--- config.mk ---
export PLATFORM = sky130hd
export DESIGN_NAME = branch_predictor
export DESIGN_NICKNAME = d
export VERILOG_FILES = /design/src/rtl/branch_predictor.sv
export SDC_FILE = /design/constraint.sdc
export NUM_CORES = 1
export LEC_CHECK = 0
export CAP_MARGIN = 25
export CORE_MARGIN = 3
export CORE_UTILIZATION = 29
export CTS_BUF_LIST = sky130_fd_sc_hd__clkbuf_4
export CTS_CLUSTER_SIZE = 30
export DETAILED_ROUTE_END_ITERATION = 7
export GPL_TIMING_DRIVEN = 0
export PLACE_DENSITY = 0.42
export SYNTH_ARGS = -nofsm -noshare
export SYNTH_HDL_FRONTEND = slang
export SYNTH_SLANG_ARGS = --single-unit
--- constraint.sdc ---
create_clock -name clk -period 6.8 [get_ports clk]
set_input_delay 1.02 -clock clk [delete_from_list [all_inputs] [get_ports clk]]
set_output_delay 1.02 -clock clk [all_outputs]
set_load 0.1 [all_outputs]
--- src/rtl/branch_predictor.sv ---
// ----------------------------------------------------------------------------
// branch_predictor
//
// Direct-mapped branch target buffer with a 2-bit saturating counter per
// entry.  The fetch stage looks up fetch_pc combinationally.  The execute
// stage reports resolved conditional branches.  Those reports train the table
// and raise a one-cycle registered redirect when the carried-down prediction
// was wrong.
//
// Parameters
//   WIDTH    PC / datapath width in bits
//   ENTRIES  table depth (power of two, >= 2)
//
// Ports
//   clk              clock, all state changes on the rising edge
//   rst              asynchronous active-high reset
//   fetch_pc         PC being fetched this cycle
//   pred_taken       predicted direction for fetch_pc (combinational)
//   pred_target      predicted next PC for fetch_pc (combinational)
//   res_valid        a conditional branch resolves this cycle
//   res_pc           PC of the resolving branch
//   res_taken        actual branch outcome
//   res_target       computed branch target
//   res_pred_taken   prediction that travelled down the pipe with the branch
//   res_pred_target  predicted target that travelled with the branch
//   redirect_valid   one-cycle mispredict pulse (registered)
//   redirect_pc      corrected fetch PC (registered, holds between pulses)
// ----------------------------------------------------------------------------
module branch_predictor #(
   parameter int WIDTH   = 32,
   parameter int ENTRIES = 16
) (
   input  logic             clk,
   input  logic             rst,
   input  logic [WIDTH-1:0] fetch_pc,
   output logic             pred_taken,
   output logic [WIDTH-1:0] pred_target,
   input  logic             res_valid,
   input  logic [WIDTH-1:0] res_pc,
   input  logic             res_taken,
   input  logic [WIDTH-1:0] res_target,
   input  logic             res_pred_taken,
   input  logic [WIDTH-1:0] res_pred_target,
   output logic             redirect_valid,
   output logic [WIDTH-1:0] redirect_pc
);

   localparam int IDX   = $clog2(ENTRIES);
   localparam int TAG_W = WIDTH - IDX - 2;

   // ------------------------------------------------------------------------
   // Table state.  valid and the counters reset; tag and target do not need
   // to, because a cleared valid bit masks them.
   // ------------------------------------------------------------------------
   logic [ENTRIES-1:0] valid_reg;
   logic [ENTRIES-1:0] valid_next;
   logic [1:0]         ctr_reg    [ENTRIES];
   logic [1:0]         ctr_next   [ENTRIES];
   logic [TAG_W-1:0]   tag_reg    [ENTRIES];
   logic [WIDTH-1:0]   target_reg [ENTRIES];

   logic             redirect_valid_reg;
   logic             redirect_valid_next;
   logic [WIDTH-1:0] redirect_pc_reg;
   logic [WIDTH-1:0] redirect_pc_next;

   // Address split.  PC[1:0] never selects anything.
   logic [IDX-1:0]   fetch_idx;
   logic [TAG_W-1:0] fetch_tag;
   logic [IDX-1:0]   res_idx;
   logic [TAG_W-1:0] res_tag;
   logic             unused_low_bits;

   assign fetch_idx       = fetch_pc[IDX+1:2];
   assign fetch_tag       = fetch_pc[WIDTH-1:IDX+2];
   assign res_idx         = res_pc[IDX+1:2];
   assign res_tag         = res_pc[WIDTH-1:IDX+2];
   assign unused_low_bits = ^{fetch_pc[1:0], res_pc[1:0]};

   // ------------------------------------------------------------------------
   // Fetch-side lookup.  This path reads the registered table only, so an
   // update to the same index in the same cycle is not visible until the
   // next cycle.
   // ------------------------------------------------------------------------
   logic fetch_hit;

   assign fetch_hit   = valid_reg[fetch_idx] && (tag_reg[fetch_idx] == fetch_tag);
   assign pred_taken  = fetch_hit && ctr_reg[fetch_idx][1];
   assign pred_target = pred_taken ? target_reg[fetch_idx]
                                   : fetch_pc + WIDTH'(4);

   // ------------------------------------------------------------------------
   // Resolve-side update decision
   // ------------------------------------------------------------------------
   logic       res_hit;
   logic       ctr_we;     // counter / valid write at res_idx
   logic       entry_we;   // tag + target write at res_idx
   logic [1:0] res_ctr;
   logic [1:0] ctr_upd;

   assign res_hit = valid_reg[res_idx] && (tag_reg[res_idx] == res_tag);
   assign res_ctr = ctr_reg[res_idx];

   // A hit trains the counter in either direction.  A taken miss
   // (including a taken alias) takes the slot over.  A not-taken miss
   // leaves the table alone.
   assign ctr_we   = res_valid && (res_hit || res_taken);
   assign entry_we = res_valid && res_taken;

   always_comb begin
      ctr_upd = 2'b10;   // weakly taken for a freshly allocated entry
      if (res_hit) begin
         if (res_taken) begin
            ctr_upd = (res_ctr == 2'b11) ? 2'b11 : res_ctr + 2'd1;
         end else begin
            ctr_upd = (res_ctr == 2'b00) ? 2'b00 : res_ctr - 2'd1;
         end
      end
   end

   // Per-entry next state.  Only the entry addressed by res_idx can change.
   genvar gi;
   generate
      for (gi = 0; gi < ENTRIES; gi++) begin : g_entry
         logic sel;
         assign sel            = ctr_we && (res_idx == IDX'(gi));
         assign ctr_next[gi]   = sel ? ctr_upd : ctr_reg[gi];
         // An allocation sets valid.  A hit is already valid.
         assign valid_next[gi] = valid_reg[gi] | (sel & res_taken);
      end
   endgenerate

   // ------------------------------------------------------------------------
   // Mispredict detection.  A correct not-taken prediction never compares
   // targets, because the fall-through path was already fetched.
   // ------------------------------------------------------------------------
   logic mispredict;

   assign mispredict = res_valid &&
                       ((res_taken != res_pred_taken) ||
                        (res_taken && (res_pred_target != res_target)));

   always_comb begin
      redirect_valid_next = mispredict;
      redirect_pc_next    = redirect_pc_reg;
      if (mispredict) begin
         redirect_pc_next = res_taken ? res_target : res_pc + WIDTH'(4);
      end
   end

   // ------------------------------------------------------------------------
   // Resettable state
   // ------------------------------------------------------------------------
   always_ff @(posedge clk or posedge rst) begin
      if (rst) begin
         valid_reg          <= '0;
         redirect_valid_reg <= 1'b0;
         redirect_pc_reg    <= '0;
         for (int i = 0; i < ENTRIES; i++) begin
            ctr_reg[i] <= 2'b01;
         end
      end else begin
         valid_reg          <= valid_next;
         redirect_valid_reg <= redirect_valid_next;
         redirect_pc_reg    <= redirect_pc_next;
         for (int i = 0; i < ENTRIES; i++) begin
            ctr_reg[i] <= ctr_next[i];
         end
      end
   end

   // Tag and target storage is not reset.  An edge that arrives while rst is
   // still high must not write, so any update from that cycle is dropped
   // together with the cleared valid bits.
   always_ff @(posedge clk) begin
      if (!rst && entry_we) begin
         tag_reg[res_idx]    <= res_tag;
         target_reg[res_idx] <= res_target;
      end
   end

   assign redirect_valid = redirect_valid_reg;
   assign redirect_pc    = redirect_pc_reg;

endmodule

==> results.md, run 1 <==
- Crit path time final: approximately 6.8 ns
- Post-synth EDFFs: 928
- CP Class: in2out
- Max Slew Vio Count: 0
- Hold Path End: redirect_pc[0]$_DFFE_PP0P_
- Most common cell after layout, fill and taps aside: edfxtp_1
- Hold Path Class: in2reg
- Avg Inst Size Synth: 18.5 µm²
- Reg clk slew, reported paths: 0.07 ns
- Asr flop ratio synth: 0.0803
- Pwr Total: approximately 14 mW
- FILL cells: around 15000
- CTS tree: done
- Max reg flops: 512
- CTS root buf: clkbuf_4
- Num CTS Buffers: ~300
- Core ar.: approximately 150000 µm²
- Wire per inst: 35.9 µm
- Num Clock Sinks: 1009
- First-pass GRT wire length: around 260000 µm
- Antenna Violating Nets Remaining: 0
- I/O Buffers: 191
- Mapped Area: 45500 µm²
- Routed Wire Length: between 150000 and 200000 µm
- Main synth FF type: edfxtp_1
- Yosys reg bits: around 1000
- Clk_skew: 0.0798 ns
- Seq pwr share: 0.484
- Met3 usage: 0.0585
- GR Util met1: 0.321
- Leak Pwr: around 19 nW
- Final setup violating endpoints: 0
- CP arrival: 5.77 ns
- Via count: slightly below 30000
- CTS HTree Levels: 5
- R2R Path End: ctr_reg[10]$_DFFE_PP1P_
- Post-placement cell count: 4773
- RSZ-0062 raised after global routing: false
- GRT Resource Usage Total: 0.233
- Worst endpoint required time: 5.78 ns
- Area growth syn-to-layout: 22.3%
- Psw: 3.91 mW
- DIE AREA: 162000 µm²
- Clock power share: 0.389
- Hold_sp: res_pc[0]
- Largest net degree at the start of global routing: slightly below 50
- Post-route setup TNS: 0 ns
- Via-to-Cell Ratio: 5.50
- Post-synthesis cell count: 2458
- Final Hold Viols: 0
- Fin cells: between 5000 and 6000
- Status: finished clean
- Int Pwr: 10.4 mW
- Relative max-transition margin: 0.233
- I/O Pins: 199
- Core Rows: 144
- Skew-Pair Late Insertion Delay: 1.23 ns
- GRT overflow: 0
- Register area share after synthesis: 0.658
- DR iter-0 viols: roughly 3600
- Share of cells above drive strength 1: 0.362
- Die W: about 400 µm
- R2r setup slk: 2.59 ns
- Starting density of the core: 0.293
- Antenna violations before repair: 23
- Clock Path Buffers: 4
- Drt first pass iters: 6
- Worst hold path stage count: 3
- Pin slew with the least headroom to its limit: 1.15 ns
- Hold buffer count at cts: 0
- Most Used Layer, Global Route: met2
- RePlAce Congestion: 0.935
- Max-cap violations: 0
- Vias in the first global route: 30200
- Crit share post-route: 0.999
- # DRC: 0
- Worst VDD drop: 0.000171 V
- Synth warn: 0
- Chip height: 402 µm
- Sw frac: 0.273
- Worst setup EP type: primary output
- Commonest non-fill, non-tap cells in the layout: edfxtp_1 (928), clkbuf_4 (433), mux4_2 (361)
- Pwr per Cell Area: around 260 nW/µm²
- Type of origin of the critical path: primary input
- FMAX: 147 MHz
- Logic pwr share: 0.126
- Met2 usage: 0.360
- Post-DP HPWL: 136000 µm
- # nets final: 3178
- Cell variety after synth: 73
- R2R cell count: 10
- Syn Nets: about 2600
- Max FO, Critical Path: 10
- Reg2reg start: tag_reg[13][11]$_DFFE_PP_
==> area by class of cell <==
| class | instances | area (µm²) | area share |
|---|---|---|---|
| buffer | 149 | 863 | 0.0155 |
| antenna | 10 | 25.0 | 0.000450 |
| inverter | 44 | 168 | 0.00302 |
| sequential | 1009 | 29900 | 0.538 |
| clock inverter | 66 | 280 | 0.00504 |
| timing repair buffer | 284 | 3630 | 0.0653 |
| multi-input combinational | 1256 | 14900 | 0.268 |
| tap | 2044 | 2560 | 0.0460 |
| clock buffer | 432 | 3240 | 0.0584 |
==> cells in the mapped netlist (42+ instances only) <==
cell | instances | share of area
mux4_2 | 361 | 0.18
dfrtp_1 | 65 | 0.036
clkbuf_1 | 63 | 0.0052
xnor2_1 | 72 | 0.014
xor2_1 | 51 | 0.0098
inv_1 | 42 | 0.0035
mux2_2 | 105 | 0.026
mux2i_1 | 99 | 0.022
nand2_1 | 101 | 0.0083
o21ai_0 | 57 | 0.0063
a21oi_1 | 47 | 0.0052
edfxtp_1 | 928 | 0.61
nor2_1 | 64 | 0.0053
==> cell families after synthesis <==
logic type               after synthesis  share of synthesized area
multiplexers                         566                      0.227
adder cells (fa/ha/maj)                7                    0.00182
AND/OR/NAND/NOR                      313                     0.0334
XOR/XNOR                             123                     0.0237
AO/OA/AOI/OAI                        247                     0.0364
flip-flops                          1009                      0.658
buffers and inverters                193                     0.0196
==> stage by stage <==
step	hold WS (ns)	instance area [µm²]	setup WS [ns]	util
floorplan	0.453	45500	0.383	-
global placement	0.478	49900	-6.95	0.322
detailed placement	0.491	51600	-2.39	0.333
CTS	0.298	55200	0.00748	0.356
global route	0.361	55600	0.00372	0.359
finish	0.446	55600	0.00883	0.359
==> per-layer routing <==
layer / vias up / wire length [µm]
met5: - / 13
met4: 2 / 5600
met3: 304 / 16300
met2: 1619 / 86900
met1: 15700 / 81100
li1: 11500 / -
==> repair_timing <==
item / 4_1_cts / 5_1_grt
gates resized for setup: 248 / 16
setup endpoints to repair: 33 / 32
buffers inserted: 1 / 0
pin swaps: 1 / 0
==> worst max-delay path, cell delays in order <==
cell,delay (ns)
clkdlybuf4s50_1,0.61
buf_4,0.32
buf_4,0.29
buf_4,0.34
clkbuf_1,0.31
buf_8,0.23
mux4_2,0.32
a221oi_2,0.46
xor2_1,0.21
nand3_1,0.10
nor3_1,0.24
nand3_2,0.14
buf_12,0.18
buf_2,0.25
mux2_2,0.37
buf_4,0.32
==> power groups by stage <==
| stage | Clock (mW) | Combinational (mW) | Sequential [mW] |
|---|---|---|---|
| after floorplan | 0 | 0.748 | 7.26 |
| after global placement | 0 | 1.72 | 7.06 |
| after detailed placement | 0 | 1.77 | 7.06 |
| after CTS | 5.72 | 1.78 | 6.93 |
| after global routing | 6.08 | 1.87 | 6.93 |
| final | 5.57 | 1.81 | 6.93 |
==> how the worst max path moves through the flow <==
stage	start	endpoint	slack, ns	depth (start not counted)
after floorplan	rst	tag_reg[10][0]$_DFFE_PP_	0.38	4
after global placement	rst	target_reg[11][22]$_DFFE_PP_	-6.95	5
after detailed placement	fetch_pc[3]	pred_target[5]	-2.39	13
after CTS	fetch_pc[2]	pred_target[5]	0.007	16
after global routing	fetch_pc[3]	pred_target[5]	0.004	15
final	fetch_pc[3]	pred_target[5]	0.009	16
Note: power is estimated with default switching activity, not from simulation.
==> run 2: changes to the inputs <==
- CTS_BUF_LIST: sky130_fd_sc_hd__clkbuf_4 -> sky130_fd_sc_hd__clkbuf_16
- SLEW_MARGIN: default -> 20
==> run 2 against run 1 <==
  * Critical path depth decreased by 1
  * Die area unchanged
  * Register-to-register slack better by 0.03 ns
  * Critical endpoint is now pred_target[7]
  * Sequential share of layout area decreased by 0.18 points
  * Clock skew fell by 0.048 ns
  * Combinational power barely moved
==> results.md, run 2 (synthesis gave the netlist of run 1 again) <==
- I/O Pins: 199
- Critical Path End: pred_target[7]
- Leak Pwr: 18.3 nW
- Worst hold path stage count: 1
- RePlAce Congestion: 0.935
- Post-DP HPWL: roughly 140000 µm
- Antenna Violating Nets Remaining: 0
- Crit share post-route: 0.999
- Int Pwr: 10.7 mW
- Pwr per Cell Area: 260 nW/µm²
- Area growth syn-to-layout: 22.7%
- Core ar.: 155000 µm²
- Core Rows: roughly 140
- Worst endpoint required time: 5.78 ns
- CP Buf/Inv Count: 8
- # DRC: 0
- Status: finished clean
- R2R cell count: 10
- Clock Path Buffers: 3
- Num CTS Buffers: 111
- # nets final: ~3000
- DR iter-0 viols: between 3000 and 4000
- Critical Path Max Stage Delay: approximately 0.75 ns
- Seq pwr share: 0.478
- Hold buffer count at cts: 0
- Worst VDD drop: 0.000211 V
- Share of cells above drive strength 1: 0.303
- R2R Path End: ctr_reg[10]$_DFFE_PP1P_
- Worst setup EP type: primary output
- Max FO, Critical Path: 10
- Via-to-Cell Ratio: 5.63
- Pin slew with the least headroom to its limit: approximately 1.2 ns
- DIE AREA: 162000 µm²
- I/O Buffers: 191
- Drt first pass iters: 6
- Skew-Pair Late Insertion Delay: 0.74 ns
- Crit path time final: a little under 7 ns
- First-pass GRT wire length: 253000 µm
- Reg2reg start: tag_reg[14][11]$_DFFE_PP_
- CP Class: in2out
- Die W: 402 µm
- Logic pwr share: 0.123
- CTS HTree Levels: 3
- Worst slack at placement: -2.40 ns
- CP arrival: 5.77 ns
- Chip height: 402 µm
- Commonest non-fill, non-tap cells in the layout: edfxtp_1 (928), mux4_2 (361), clkdlybuf4s50_1 (157)
- Sw frac: 0.263
- Psw: 3.81 mW
- Relative max-transition margin: 0.202
- GRT Resource Usage Total: 0.229
- Vias in the first global route: 28300
- Worst Setup SP: fetch_pc[2]
- RSZ-0062 raised after global routing: false
- CTS root buf: clkbuf_16
- Most common cell after layout, fill and taps aside: edfxtp_1
- Clk_skew: 0.0313 ns
- Wire per inst: 37.7 µm
- Starting density of the core: 0.293
- R2r setup slk: 2.62 ns
- Routed Wire Length: roughly 190000 µm
- Clock power share: 0.399
- Final setup violating endpoints: 0
- Most frequent CP cell: buf_4
- Via count: between 20000 and 30000
- Reg clk slew, reported paths: 0.06 ns
- Largest net degree at the start of global routing: between 40 and 50
- Antenna violations before repair: 20
- Max reg flops: 512
- CTS tree: done
- Max-cap violations: 0
- Crit-path leading delay family: buffers and inverters
- Hold Path Class: reg2reg
- FILL cells: between 10000 and 15000
- Max Slew Vio Count: 0
- Final Hold Viols: 0
- Final Core Density: 0.360
- PnR worst setup slack: 0.00509 ns
- Slowest-stage cell, CP: mux2i_1
- Num Clock Sinks: approximately 1000
- Cell breakdown of the critical path: clkdlybuf4s50_1 > clkbuf_2 > buf_4 > clkbuf_2 > buf_4 > mux2i_1 > nand2_1 > o32ai_1 > nor2_1 > and4_1 > nand3_2 > buf_12 > buf_2 > mux2_2 > buf_4
- Type of origin of the critical path: primary input
- FMAX: ~150 MHz
- CP Depth: 15
- GRT overflow: 0
==> run 2: changes by cell type in the layout (fill, tap and decap cells not counted), sizes merged <==
cell           previous run  this run
clkbuf                  497       178
bufinv                    1         5
clkdlybuf4s18             1         0
clkdlybuf4s15             6         5
clkinv                   61        49
clkdlybuf4s50           158       157
buf                     203       211
inv                      48        76
diode                    10         7
==> run 2: metal layers <==
metal / track usage / vias up / part of all wire
li1: - / 11000 / -
met1: 0.324 / 15300 / 0.43
met2: 0.356 / 1600 / 0.46
met3: 0.0455 / 268 / 0.086
met4: 0.0713 / 6 / 0.029
met5: 0 / - / 0.00018
==> run 2: stage by stage <==
stage | std cells | TNS (ns) | hold WS (ns) | area [µm²] | power [mW]
2_1_floorplan | 2458 | 0 | 0.453 | 45500 | 8.01
3_3_place_gp | 4693 | -6366.30 | 0.478 | 49900 | 8.78
4_1_cts | 4978 | 0 | 0.500 | 55600 | 14.6
5_1_grt | 4992 | 0 | 0.518 | 55800 | 14.9
6_report | 4997 | 0 | 0.504 | 55800 | 14.5
3_5_place_dp | 4776 | -75.01 | 0.484 | 52000 | 8.81
==> run 2: final cells by class <==
cell class | instances | area (µm²) | share of cell area
antenna | 7 | 17.5 | 0.000314
multi-input combinational | 1256 | 14900 | 0.267
sequential | 1009 | 29900 | 0.536
clock buffer | 115 | 2880 | 0.0516
clock inverter | 86 | 561 | 0.0101
inverter | 44 | 170 | 0.00305
tap | 2044 | 2560 | 0.0459
timing repair buffer | 287 | 3910 | 0.0702
buffer | 149 | 875 | 0.0157
==> run 2: timing repair <==
action,in CTS,in global routing
setup buffers,1,0
cloned,0,0
pin swaps,1,0
setup endpoints to repair,33,25
resized for setup,248,12
==> run 2: power by group through the flow <==
stage               clock network, mW  logic, mW  registers [mW]
floorplan                           0      0.748            7.26
global placement                    0       1.72            7.06
detailed placement                  0       1.75            7.06
CTS                              5.91       1.77            6.93
global route                     6.16       1.84            6.94
finish                           5.79       1.78            6.93
==> run 2: worst min-delay path by stage <==
stage                                 start                      end  slack [ns]
CTS                 valid_reg[12]$_DFF_PP0_  valid_reg[12]$_DFF_PP0_        0.50
finish               valid_reg[3]$_DFF_PP0_   valid_reg[3]$_DFF_PP0_        0.50
global route         valid_reg[0]$_DFF_PP0_   valid_reg[0]$_DFF_PP0_        0.52
global placement     valid_reg[2]$_DFF_PP0_   valid_reg[2]$_DFF_PP0_        0.48
floorplan            valid_reg[8]$_DFF_PP0_   valid_reg[8]$_DFF_PP0_        0.45
detailed placement  valid_reg[12]$_DFF_PP0_  valid_reg[12]$_DFF_PP0_        0.48
==> run 3: changes to the inputs <==
--- a/constraint.sdc
+++ b/constraint.sdc
@@ -3,2 +3,2 @@
 set_output_delay 1.02 -clock clk [all_outputs]
-set_load 0.1 [all_outputs]
+set_load 0.02 [all_outputs]
==> run 3 against run 2 <==
  * Worst hold slack improved by 0.0058 ns
  * Sequential power about the same
  * Die area unchanged
  * Largest cell class unchanged
  * Worst setup slack improved by 0.079 ns
  * Count of clock-buffer cells in the layout unchanged
  * Wire length about the same
  * Largest power group unchanged
  * Power decreased by 1.7%
  * First-iteration DRC count decreased by 7.6%
  * Via count increased by 0.16%
  * Highest routed layer unchanged
  * Critical path depth unchanged
==> results.md, run 3 (synthesis gave the netlist of run 1 again) <==
- # DRC: 0
- Hold buffer count at cts: 0
- Max-cap violations: 0
- Vias in the first global route: between 20000 and 30000
- Hold Path Class: reg2reg
- Via-to-Cell Ratio: roughly 5.6
- CTS tree: done
- Reg clk slew, reported paths: 0.06 ns
- Pwr Total: approximately 14 mW
- Core ar.: 155000 µm²
- CTS root buf: clkbuf_16
- Die W: 402 µm
- Num Clock Sinks: 1009
- Worst endpoint required time: 5.78 ns
- R2R Path End: ctr_reg[10]$_DFFE_PP1P_
- Fin cells: approximately 5000
- Status: finished clean
- Most common cell after layout, fill and taps aside: edfxtp_1
- FMAX: roughly 150 MHz
- Relative max-transition margin: 0.237
- RSZ-0062 raised after global routing: false
- # nets final: 2996
- Largest net degree at the start of global routing: 49
- Clock Path Buffers: 3
- Routed Wire Length: 188000 µm
- Clk_skew: 0.0311 ns
- Reg2reg start: tag_reg[14][11]$_DFFE_PP_
- Core Rows: 144
- Max Slew Vio Count: 0
- Pwr per Cell Area: 255 nW/µm²
- RePlAce Congestion: 0.935
- CP Class: in2out
- R2r setup slk: 2.64 ns
- Max reg flops: around 510
- DIE AREA: 162000 µm²
- I/O Pins: 199
- Final setup violating endpoints: 0
- Antenna Violating Nets Remaining: 0
- Crit path time final: 6.72 ns
- First-pass GRT wire length: 253000 µm
- Share of cells above drive strength 1: 0.294
- Leak Pwr: 18.4 nW
- CP arrival: roughly 5.7 ns
- CTS HTree Levels: 3
- Final Hold Viols: 0
- Chip height: 402 µm
- Type of origin of the critical path: primary input
- Post-DP HPWL: roughly 140000 µm
- Pin slew with the least headroom to its limit: 1.14 ns
- Num CTS Buffers: 111
- Commonest non-fill, non-tap cells in the layout: edfxtp_1 (928), mux4_2 (361), clkdlybuf4s50_1 (187)
- Starting density of the core: 0.293
- R2R cell count: 10
- Via count: ~28000
- Hold WS: between 0.5 and 0.6 ns
- I/O Buffers: 191
- DR iter-0 viols: 3571
- FILL cells: between 10000 and 15000
- Worst setup EP type: primary output
- Post-placement cell count: 4776
- Area growth syn-to-layout: 23.2%
- Worst VDD drop: 0.000196 V
- Crit share post-route: 0.988
- GRT Resource Usage Total: 0.230
- Worst Setup SP: fetch_pc[3]
- Worst hold path stage count: 1
- Antenna violations before repair: 21
- Skew-Pair Late Insertion Delay: 0.74 ns
- Max FO, Critical Path: 10
- Drt first pass iters: 6
- GRT overflow: 0
- Critical Path End: pred_target[10]
- Wire per inst: ~38 µm
run 3: through the flow:
stage / instance area (µm²) / worst slack [ns] / setup TNS, ns / utilization
2_1_floorplan: 45500 / 0.383 / 0 / -
3_3_place_gp: 49900 / -6.95 / -6348.82 / 0.322
3_5_place_dp: 52000 / -1.87 / -57.52 / 0.336
4_1_cts: 55800 / 0.0107 / 0 / 0.360
5_1_grt: 56000 / 0.0170 / 0 / 0.361
6_report: 56000 / 0.0839 / 0 / 0.361
run 3: cell type report:
| type | count | area [µm²] | share of cell area |
|---|---|---|---|
| buffer | 149 | 976 | 0.0174 |
| inverter | 44 | 170 | 0.00304 |
| timing repair buffer | 287 | 4010 | 0.0716 |
| multi-input combinational | 1256 | 14900 | 0.266 |
| sequential | 1009 | 29900 | 0.534 |
| clock inverter | 86 | 561 | 0.0100 |
| clock buffer | 115 | 2880 | 0.0514 |
| tap | 2044 | 2560 | 0.0457 |
| antenna | 8 | 20.0 | 0.000357 |
run 3: worst min-delay path by stage:
stage                                 start                 endpoint  slack [ns]
detailed placement  valid_reg[12]$_DFF_PP0_  valid_reg[12]$_DFF_PP0_        0.48
global route         valid_reg[0]$_DFF_PP0_   valid_reg[0]$_DFF_PP0_        0.52
global placement     valid_reg[2]$_DFF_PP0_   valid_reg[2]$_DFF_PP0_        0.48
finish               valid_reg[3]$_DFF_PP0_   valid_reg[3]$_DFF_PP0_        0.51
CTS                 valid_reg[12]$_DFF_PP0_  valid_reg[12]$_DFF_PP0_        0.50
floorplan            valid_reg[8]$_DFF_PP0_   valid_reg[8]$_DFF_PP0_        0.45
run 3: layer usage:
layer | up-vias | global-route usage | wire length, µm
li1 | 11000 | - | -
met2 | 1477 | 0.359 | 86300
met1 | 15400 | 0.322 | 81000
met5 | - | 0 | 45
met3 | 266 | 0.0489 | 15400
met4 | 6 | 0.0673 | 5530
run 3: repair_timing:
item / in CTS / in global routing
resized for setup: 99 / 19
endpoints found under the setup margin: 33 / 32
pin swaps: 1 / 2
endpoints found under the hold margin: 0 / 0
setup buffers: 1 / 0
run 3: critical path: stages:
cell,delay (ns)
clkdlybuf4s50_1,0.59
buf_4,0.31
buf_6,0.26
buf_8,0.26
mux4_2,0.39
a22o_1,0.28
a221oi_4,0.32
xor2_1,0.24
nand4_1,0.13
nor3_1,0.30
nand3_2,0.15
buf_12,0.18
buf_2,0.25
mux2_2,0.34
clkdlybuf4s50_1,0.64
run 3: power by group:
group | internal (mW) | switching [mW]
clock network | 3.23 | 2.56
registers | 6.88 | 0.0573
logic | 0.602 | 0.942
total | 10.7 | 3.56
==> RTL change 1, RTL diff (settings of run 1) <==
Remove the register `redirect_valid_reg`: a continuous assignment takes its place, so the output `redirect_valid` follows one clock earlier.
--- a/src/rtl/branch_predictor.sv
+++ b/src/rtl/branch_predictor.sv
@@ -154,20 +154,20 @@
    always_ff @(posedge clk or posedge rst) begin
       if (rst) begin
          valid_reg          <= '0;
-         redirect_valid_reg <= 1'b0;
          redirect_pc_reg    <= '0;
          for (int i = 0; i < ENTRIES; i++) begin
             ctr_reg[i] <= 2'b01;
          end
       end else begin
          valid_reg          <= valid_next;
-         redirect_valid_reg <= redirect_valid_next;
          redirect_pc_reg    <= redirect_pc_next;
          for (int i = 0; i < ENTRIES; i++) begin
             ctr_reg[i] <= ctr_next[i];
          end
       end
    end
+
+   assign redirect_valid_reg = redirect_valid_next;
 
    // Tag and target storage is not reset.  An edge that arrives while rst is
    // still high must not write, so any update from that cycle is dropped
Behaviour: not the same (Yosys sat finds a counterexample within 4 cycles, from zero or initial values and one cycle with rst high).
==> RTL change 1 against run 1 <==
Final area up 0.28%; area after synthesis hardly changed; sequential cell count is 1 lower; maximum frequency grew 0.80%; total power is 1.1% higher; setup slack gained 0.054 ns; non-clock buffer count rose by 6; die area hardly changed; routed wire length increased by 0.87%; combinational power hardly changed; critical endpoint unchanged.
==> RTL change 1: results (changes against run 1) <==
outcome -> complete, no violations
CP peak stage delay -> 0.57 ns (-0.04 ns)
post-DR wirelength/cell -> 36.0 µm (+0.42%)
syn nets -> 2,595 (-0.039%)
Setup Skew -> 0.102 ns (+0.0221 ns)
Net Sw Frac -> 27.3% (about the same)
layout cell share with drive strength beyond 1 -> 36.4% (+0.21 points)
final layout net count -> 3,191 (+0.41%)
met1 Use GR -> 31.8% (-0.30 points)
GR Util met3 -> 5.95% (+0.095 points)
arrival time worst endpoint -> 5.72 ns (-0.05 ns)
detailed-route via count -> 29,300 (+0.52%)
hold path depth -> 1 (-2)
latest clock arrival within the worst-skew pair -> 1.30 ns (+0.07 ns)
met3 WL -> 16,200 µm (-0.12%)
FF-to-FF setup slack -> 2.54 ns (-0.05 ns)
Critical-path top delay cell -> mux4_2
TritonRoute pass-1 iters -> 5 (-1)
worst slack at placement -> -2.56 ns (-0.161 ns)
FFs w/ async S/R, synth -> 7.94% (-0.091 points)
peak supply drop -> 0.154 mV (-9.9%)
Final HPWL DP -> 137,000 µm (+1.0%)
cts bufs inserted -> 304 (+2.7%)
worst setup margin -> 0.0628 ns (+0.0540 ns)
Post-Synth Adder-Cell Area -> 0.182% (about the same)
area post-placement -> 51,600 µm² (about the same)
met2 GRT Util -> 36.4% (+0.40 points)
## RTL change 1: worst register-to-register path: stages, from the launching register on
cell and delay (ns):
edfxtp_1 0.40, mux4_2 0.51, nand2_1 0.09, and3_1 0.19
nor3_1 0.06, nor4_1 0.95, nand4_1 0.51, nor4_2 0.84
buf_2 0.34, mux2_2 0.19, a21o_1 0.09
## RTL change 1: cells by family after synthesis
group / count (synthesis)
buffers and inverters: 193
AO/OA/AOI/OAI: 247
adder cells (fa/ha/maj): 7
multiplexers: 566
AND/OR/NAND/NOR: 313
flip-flops: 1008
XOR/XNOR: 123
## RTL change 1: final cells by class
| cell class | count | area, µm² |
|---|---|---|
| diodes | 20 | 50.0 |
| clock buffers | 437 | 3280 |
| well taps | 2044 | 2560 |
| inverters | 44 | 168 |
| plain buffers | 149 | 843 |
| multi-input cells | 1256 | 14900 |
| clock inverters | 70 | 353 |
| fillers | 14600 | 99000 |
| repair buffers | 290 | 3690 |
| flip-flops and latches | 1008 | 29900 |
==> RTL change 2, RTL diff (config.mk and constraints of run 1) <==
Made on the original files. `WIDTH`: 32 -> 28.
--- a/src/rtl/branch_predictor.sv
+++ b/src/rtl/branch_predictor.sv
@@ -27,7 +27,7 @@
 //   redirect_pc      corrected fetch PC (registered, holds between pulses)
 // ----------------------------------------------------------------------------
 module branch_predictor #(
-   parameter int WIDTH   = 32,
+   parameter int WIDTH   = 28,
    parameter int ENTRIES = 16
 ) (
    input  logic             clk,
Interface: changed (6 resized); port bits go from 199 to 175. The function was not compared with the original's and may differ.
==> RTL change 2 against run 1 <==
Routed wire length decreased by 20%; final area decreased by 13%; total power fell by 14%; non-clock buffer count shrank 36; setup slack better by 0.15 ns; area after synthesis decreased by 14%; via count shrank 16%; sequential share of layout area shrank 0.33 points; sequential cell count decreased by 132; register-to-register slack lost 0.18 ns; combinational power shrank 15%.
==> RTL change 2: results (changes against run 1) <==
final hold slack -> 0.328 ns (-0.119 ns)
met1 WL -> 67,400 µm (-17%)
R2R Path End -> ctr_reg[13]
met3 WL -> 11,300 µm (-30%)
Critical-path top delay cell -> xnor2_1
Clk. pwr -> 4740 µW (-15%)
all-layer global routing usage -> 21.4% (-1.8 points)
sequential area share after synthesis -> 66.2% (+0.38 points)
EDFF count, synth -> 800 (-14%)
area post-placement -> 45,000 µm² (-13%)
wire length after detailed routing -> 151,000 µm (-20%)
final layout net count -> 2,700 (-15%)
Net Sw Frac -> 27.1% (-0.15 points)
largest net degree at the start of global routing -> 66 (+35%)
peak supply drop -> 0.121 mV (-29%)
outcome -> complete, no violations
slew margin rel. -> 25.2% (+2.0 points)
CP peak stage delay -> 0.57 ns (-0.04 ns)
latest clock arrival within the worst-skew pair -> 1.19 ns (-0.04 ns)
gpl congestion -> 0.849 (-9.2%)
WL met2 -> 69,000 µm (-21%)
Longest Clk Path Bufs -> 3 (-1)
synth cell count leaders -> 800 x edfxtp_1, 329 x mux4_2, 93 x xnor2_1
FFs w/ async S/R, synth -> 8.78% (+0.75 points)
crit path to -> pred_target[24]
Syn Inst Count -> 2,076 (-16%)
met1 Use GR -> 30.8% (-1.3 points)
Critical Path Stages -> 14 (-2)
worst hold path type -> in2async
TritonRoute pass-1 iters -> 5 (-1)
vias in the first global route -> 25,000 (-17%)
LEAKAGE -> 0.0161 µW (-13%)
drt initial violations -> 2,877 (-21%)
Cells after DPL -> 4,099 (-14%)
layout cell share with drive strength beyond 1 -> 37.2% (+1.0 points)
syn nets -> 2,198 (-15%)
Clk pwr share -> 38.6% (-0.3 points)
sequential power -> 6030 µW (-13%)
synth unique cells -> 64 (-12%)
detailed-route via count -> 24,400 (-16%)
arrival time worst endpoint -> 5.62 ns (-0.15 ns)
drt via density -> 5.37 (-2.3%)
Final HPWL DP -> 110,000 µm (-19%)
Setup Skew -> 0.0525 ns (-0.0273 ns)
GR Util met3 -> 4.60% (-1.3 points)
H-tree level count -> 4 (-1)
Area contributors post-synth -> edfxtp_1 61%, mux4_2 19%, dfrtp_1 3.9%
PortBufs -> 165 (-14%)
[RTL change 2: cell types whose count changed in the layout (fill, tap and decap cells not counted), moves of 15 or more]
| cell | run 1 | this run |
|---|---|---|
| mux2i_1 | 98 | 52 |
| buf_4 | 44 | 27 |
| xor2_1 | 51 | 27 |
| buf_16 | 15 | 32 |
| clkdlybuf4s50_1 | 158 | 134 |
| o21ai_0 | 56 | 38 |
| nor2_1 | 48 | 33 |
| buf_12 | 45 | 30 |
| clkbuf_4 | 433 | 353 |
| xnor2_1 | 71 | 90 |
| a21oi_1 | 47 | 18 |
| edfxtp_1 | 928 | 800 |
| mux2_2 | 105 | 55 |
| mux4_2 | 361 | 329 |
[RTL change 2: timing repair]
item	CTS	global route
pin swaps	0	0
endpoints found under the setup margin	29	29
gates resized for setup	240	10
setup buffers	3	0
[RTL change 2: cells by family (layout without fill, tap and decap cells)]
kind of cell	Yosys count	after routing	share of synthesized area [%]
AO/OA/AOI/OAI	179	179	3.55
flip-flops	877	877	66.2
multiplexers	446	446	22.0
XOR/XNOR	121	121	2.70
buffers and inverters	170	860	1.93
adder cells (fa/ha/maj)	7	7	0.210
other	0	6	0
AND/OR/NAND/NOR	276	276	3.38
[RTL change 2: area by class of cell]
type,count,area (µm²),share of cell area (%)
well taps,1768,2210,4.56
inverters,39,149,0.307
flip-flops and latches,877,26000,53.5
plain buffers,131,757,1.56
multi-input cells,1029,12800,26.4
diodes,6,15.0,0.0309
repair buffers,266,3570,7.36
clock inverters,72,413,0.850
clock buffers,352,2640,5.44
[RTL change 2: worst reg2reg max path, delay by kind of cell, from the launching register on]
kind / cells / cell delay (ns)
multiplexers: 2 / 1.02
AND/OR/NAND/NOR: 3 / 1.15
AO/OA/AOI/OAI: 3 / 1.38
flip-flops: 1 / 0.37
buffers and inverters: 2 / 0.34
